===== config.mk =====
export PLATFORM = sky130hd
export DESIGN_NAME = time_set_controller
export DESIGN_NICKNAME = d
export VERILOG_FILES = /design/src/rtl/clock_pkg.sv /design/src/rtl/button_debouncer.sv /design/src/rtl/time_set_controller.sv
export SDC_FILE = /design/constraint.sdc
export NUM_CORES = 1
export LEC_CHECK = 0
export ABC_AREA = 1
export ABC_CLOCK_PERIOD_IN_PS = 1400
export CORE_AREA = 3 3 87 89
export CTS_CLUSTER_SIZE = 28
export DETAILED_ROUTE_END_ITERATION = 6
export DIE_AREA = 0 0 90 92
export SLEW_MARGIN = 25
export SYNTH_ARGS = -nofsm -noshare
export SYNTH_HDL_FRONTEND = slang
export SYNTH_SLANG_ARGS = --single-unit

===== constraint.sdc =====
create_clock -name clk -period 1.4 [get_ports clk]
set_input_delay 0.28 -clock clk [delete_from_list [all_inputs] [get_ports clk]]
set_output_delay 0.28 -clock clk [all_outputs]
set_load 0.05 [all_outputs]

===== src/rtl/clock_pkg.sv =====
// Shared constants, widths and state encoding for the digital clock.
// Also holds the wrap-around increment helpers used by the time editor.
package clock_pkg;

    localparam int HOURS_W     = 5;
    localparam int MINUTES_W   = 7;
    localparam int HOURS_MAX   = 23;
    localparam int MINUTES_MAX = 59;

    localparam logic [1:0] FIELD_NONE    = 2'd0;
    localparam logic [1:0] FIELD_HOURS   = 2'd1;
    localparam logic [1:0] FIELD_MINUTES = 2'd2;

    typedef enum logic [1:0] {
        RUN      = 2'd0,
        EDIT_HR  = 2'd1,
        EDIT_MIN = 2'd2,
        COMMIT   = 2'd3
    } set_state_t;

    // Out-of-range values collapse to 0 as well as the normal wrap.
    function automatic logic [HOURS_W-1:0] inc_hours(
        input logic [HOURS_W-1:0] h
    );
        if (h >= HOURS_W'(HOURS_MAX))
            return '0;
        return h + 1'b1;
    endfunction

    function automatic logic [MINUTES_W-1:0] inc_minutes(
        input logic [MINUTES_W-1:0] m
    );
        if (m >= MINUTES_W'(MINUTES_MAX))
            return '0;
        return m + 1'b1;
    endfunction

endpackage


===== src/rtl/button_debouncer.sv =====
// Two-flop synchronizer plus counting debouncer for one raw button.
// Emits a one-cycle press pulse on each debounced rising edge.
module button_debouncer #(
    parameter int DEBOUNCE_CYCLES = 16
) (
    input  logic clk,
    input  logic reset,
    input  logic btn_raw,
    output logic level,
    output logic press
);

    localparam int CW = $clog2(DEBOUNCE_CYCLES + 1);

    logic          sync1;
    logic          sync2;
    logic          level_q;
    logic [CW-1:0] count;

    always_ff @(posedge clk) begin
        if (!reset) begin
            sync1   <= 1'b0;
            sync2   <= 1'b0;
            level   <= 1'b0;
            level_q <= 1'b0;
            press   <= 1'b0;
            count   <= '0;
        end else begin
            sync1   <= btn_raw;
            sync2   <= sync1;
            level_q <= level;
            press   <= level & ~level_q;
            if (sync2 == level) begin
                count <= '0;
            end else if (count == CW'(DEBOUNCE_CYCLES - 1)) begin
                level <= ~level;
                count <= '0;
            end else begin
                count <= count + 1'b1;
            end
        end
    end

endmodule


===== src/rtl/time_set_controller.sv =====
// Button-driven hour/minute editor that loads the clock counters
// through a one-cycle set strobe.
module time_set_controller
    import clock_pkg::*;
#(
    parameter int DEBOUNCE_CYCLES = 16,
    parameter int TIMEOUT_CYCLES  = 1024
) (
    input  logic                 clk,
    input  logic                 reset,
    input  logic                 btn_mode,
    input  logic                 btn_inc,
    input  logic [HOURS_W-1:0]   cur_hours,
    input  logic [MINUTES_W-1:0] cur_minutes,
    output logic                 set,
    output logic [HOURS_W-1:0]   set_hours,
    output logic [MINUTES_W-1:0] set_minutes,
    output logic [1:0]           edit_field
);

    localparam int IW = $clog2(TIMEOUT_CYCLES + 1);

    set_state_t    state;
    set_state_t    state_next;
    logic          mode_ev;
    logic          inc_ev;
    logic          editing;
    logic          timeout;
    logic [IW-1:0] idle;

    button_debouncer #(
        .DEBOUNCE_CYCLES(DEBOUNCE_CYCLES)
    ) u_mode (
        .clk    (clk),
        .reset  (reset),
        .btn_raw(btn_mode),
        .level  (),
        .press  (mode_ev)
    );

    button_debouncer #(
        .DEBOUNCE_CYCLES(DEBOUNCE_CYCLES)
    ) u_inc (
        .clk    (clk),
        .reset  (reset),
        .btn_raw(btn_inc),
        .level  (),
        .press  (inc_ev)
    );

    assign editing = (state == EDIT_HR) || (state == EDIT_MIN);
    // A press on the final idle cycle keeps the edit alive.
    assign timeout = editing && !inc_ev
                   && (idle == IW'(TIMEOUT_CYCLES - 1));

    always_ff @(posedge clk) begin
        if (!reset)
            state <= RUN;
        else
            state <= state_next;
    end

    always_comb begin
        state_next = state;
        unique case (state)
            RUN: begin
                if (mode_ev)
                    state_next = EDIT_HR;
            end
            EDIT_HR: begin
                if (mode_ev)
                    state_next = EDIT_MIN;
                else if (timeout)
                    state_next = RUN;
            end
            EDIT_MIN: begin
                if (mode_ev)
                    state_next = COMMIT;
                else if (timeout)
                    state_next = RUN;
            end
            COMMIT: state_next = RUN;
            default: state_next = RUN;
        endcase
    end

    always_comb begin
        set        = 1'b0;
        edit_field = FIELD_NONE;
        unique case (state)
            EDIT_HR:  edit_field = FIELD_HOURS;
            EDIT_MIN: edit_field = FIELD_MINUTES;
            COMMIT:   set        = 1'b1;
            default:  edit_field = FIELD_NONE;
        endcase
    end

    always_ff @(posedge clk) begin
        if (!reset) begin
            idle <= '0;
        end else if (!editing || mode_ev || inc_ev
                     || state_next != state) begin
            idle <= '0;
        end else begin
            idle <= idle + 1'b1;
        end
    end

    // Mode has priority: an inc in the same cycle is dropped.
    always_ff @(posedge clk) begin
        if (!reset) begin
            set_hours   <= '0;
            set_minutes <= '0;
        end else if (mode_ev) begin
            if (state == RUN) begin
                set_hours   <= cur_hours;
                set_minutes <= cur_minutes;
            end
        end else if (inc_ev) begin
            if (state == EDIT_HR)
                set_hours <= inc_hours(set_hours);
            else if (state == EDIT_MIN)
                set_minutes <= inc_minutes(set_minutes);
        end
    end

endmodule


==> flow_metrics.py <==
metrics = {
    "worst_setup_path": {
        "critPathSlowestCell": "dfxtp_4",
        "cp_top_family": "buffers and inverters",
        "r2r_cells": 11,
        "r2r_start": "state[1]",
        "crit_buf_inv": 4,
        "cp.depth": 5,
        "end_kind": "primary output",
        "critPathKind": "register to primary output",
        "start_kind": "register",
        "worstPathArrival_ps": 1220,
        "cp.required_ps": 1120,
        "cp-startpoint": "state[1]",
        "crit_fanout": 4,
        "critical-path-max-stage-delay_ps": 370,
        "crit_chain": "inv_4 -> buf_6 -> ha_4 -> buf_6 -> buf_12",
        "crit_path_frequent_cell": "buf_6",
    },
    "sta": {
        "slew_viol_final": 0,
        "clock_skew_ps": 7.40,
        "worst_slack_ps": -99.3,
        "hold-worst-slack_ps": 386,
        "max-slew-margin-rel_pct": 77.2,
        "fin_crit_sh_pct": 107,
        "setup_tns_ps": -552,
        "hold_viol": 0,
        "rsz0062_at_grt": "yes",
        "setup_violations": 19,
        "tightest_slew_ps": 340,
        "fin_crit_ps": 1500,
        "max_freq_mhz": 667,
    },
    "flow_run": {
        "cap_violations": 0,
    },
    "cts": {
        "cts_buffers": 5,
        "clkTransAtPathRegs_ps": 80,
        "clk_latency_ps": 290,
        "ctsRootBufferMaster": "clkbuf_8",
        "cts_buffer_depth": 2,
        "cts.sink_count": 45,
        "cts_tree": "built",
        "htreeDepth": 2,
    },
    "worst_hold_path": {
        "holdPathStages": 1,
        "hold_class": "register to register",
        "hold_start": "u_mode.level_q",
    },
    "outcome": {
        "outcome": "finished with violations",
        "violations": "setup timing",
    },
    "global_routing": {
        "antenna_found_initial": 0,
        "grt_pass1_vias": 1743,
        "grt_use_total_pct": 11.2,
        "overflow": 0,
        "grt_max_degree": 15,
        "grt_first_pass_wirelength_um": 7690,
    },
    "power": {
        "p_sw_mw": 0.483,
        "power_mw": 2.17,
        "p_leak_nw": 1.34,
        "max-vdd-ir-drop_mv": 0.544,
        "combPwrFrac_pct": 3.8,
        "internal-power_mw": 1.69,
        "switching_share_pct": 22.3,
        "p_clk_share_pct": 36.9,
        "p_seq_share_pct": 59.2,
        "p_per_area_nw_per_um2": 643,
    },
    "floorplan": {
        "design.die.area_um2": 8280,
        "fp-row-count": 30,
        "coreArea_um2": 6830,
        "initial_core_util_pct": 30.1,
        "ios": 31,
        "die_h_um": 92,
        "die_width_um": 90,
    },
    "drt": {
        "final_antenna_net_count": 0,
        "vias_per_cell": 4.31,
        "first_pass_iters": 3,
        "drt_iter0_markers": 74,
        "drc_errors": 0,
        "wl_per_cell_um": 10.6,
        "routed_wl_um": 4600,
        "vias": 1860,
    },
    "synthesis": {
        "netlist_area_um2": 2060,
        "synth_area_leaders": "dfxtp_1 44%, a21oi_1 7.5%, ha_1 6.7%",
        "synth_top_family_by_area": "simple AND/OR/NAND/NOR gates",
        "synthMostInstantiatedCell": "dfxtp_1",
        "ys_ff_latch": 45,
        "synth_top_area_share_pct": 43.7,
        "ys_seq_area_share_pct": 43.7,
        "synth.avg_cell_area_um2": 7.89,
        "yosys.area_share.simple_pct": 22.5,
        "muxShareOfSynthArea_pct": 0,
        "synth_xor_area_share_pct": 5.95,
        "synth_compound_area_share_pct": 13.0,
        "synth_area_leader_cell": "dfxtp_1",
        "yosys_most_used_dff": "dfxtp_1",
        "synth_edf_count": 0,
        "ys_types": 29,
        "synth_common_cells": "45 x dfxtp_1, 33 x nand2_1, 32 x inv_1",
        "syn_nets": 288,
        "ys_warn_count": 0,
        "synthCells": 261,
        "ys_async_sr_fraction_pct": 0,
        "synth_adder_area_share_pct": 6.68,
    },
    "place": {
        "placed_area_um2": 2960,
        "place_inst": 420,
        "place_hpwl_um": 3190,
        "place.gp.congestion": 0.770,
        "port_buffers": 30,
    },
    "cells_and_area": {
        "drive_gt1_share_pct": 46.1,
        "fin_nets": 362,
        "final_area_um2": 3380,
        "diodes": 0,
        "final_cells": 432,
        "area_growth_pct": 64.0,
    },
}
registers in the layout, summed over array words and instances (netlist names):
| signal | count |
|---|---|
| u_inc.sync2 | 1 |
| set_minutes | 7 |
| u_inc.count | 5 |
| u_inc.sync1 | 1 |
| u_inc.level_q | 1 |
| u_mode.sync2 | 1 |
| u_mode.level_q | 1 |
| u_mode.count | 5 |
| set_hours | 5 |
| u_mode.sync1 | 1 |
| u_mode.level | 1 |
| u_inc.level | 1 |
| idle | 11 |
| u_mode.press | 1 |
| state | 2 |
| u_inc.press | 1 |
worst reg2reg max path, delay by kind of cell, from the launching register on:
kind	cells	cell delay (ps)
compound gates	1	140
flops	1	360
fa+ha+maj	1	150
buf+inv	4	360
simple gates	5	370
power by group through the flow:
| stage | registers [mW] | logic [mW] | clock network (mW) |
|---|---|---|---|
| floorplan | 1.31 | 0.0162 | 0 |
| global placement | 1.31 | 0.0759 | 0 |
| detailed placement | 1.32 | 0.0764 | 0 |
| CTS | 1.29 | 0.0793 | 0.815 |
| global route | 1.29 | 0.0910 | 0.874 |
| finish | 1.29 | 0.0835 | 0.802 |
repair_timing:
action / CTS / global route
pin swaps: 8 / 10
cloned: 2 / 0
gates resized for setup: 39 / 49
endpoints found under the setup margin: 35 / 37
hold buffers: 0 / 0
buffers inserted: 0 / 3
logic make-up after synthesis:
group,count (synthesis)
simple gates,99
buf+inv,41
fa+ha+maj,11
compound gates,51
xor+xnor,14
flops,45
through the flow:
stage	util (%)	worst slack [ps]
after floorplan	-	-52.9
after global routing	49.4	-131
after CTS	46.0	-107
after global placement	43.4	-111
after detailed placement	43.4	-177
final	49.4	-99.3
placed cells by master, fill, tap and decap left out, types with 6 or more instances in the layout:
cell type / count
o21ai_0: 7
xor2_1: 8
dfxtp_2: 10
dfxtp_1: 33
nor2_1: 15
inv_1: 27
nand3_1: 10
ha_4: 8
buf_12: 15
buf_6: 6
nor2_2: 18
nand2_1: 28
buf_4: 35
clkdlybuf4s50_1: 15
nand2_2: 7
a21oi_2: 12
a21oi_1: 18
per-layer routing:
layer  routed length [um]  track usage (%)  vias to the layer above
met5                    0                0                        -
met4                   68             3.83                        0
met3                  122             2.54                        7
met2                 2240             19.1                       20
met1                 2170             13.9                      845
li1                     -                -                      988
layout make-up:
cell class              instances  area [um^2]
multi-input cells             177         1330
well taps                      96          120
clock inverters                 2         13.8
inverters                      35          144
flip-flops and latches         45          921
repair buffers                 71          781
fillers                       646         3450
clock buffers                   6         72.6
path summary, 6_finish.rpt:
kind	end	slack, ps
max reg2reg	idle[10]	-30
min	u_mode.press	390
min reg2reg	u_mode.press	390
max	edit_field[0]	-100
(Power assumes the default switching activity.)
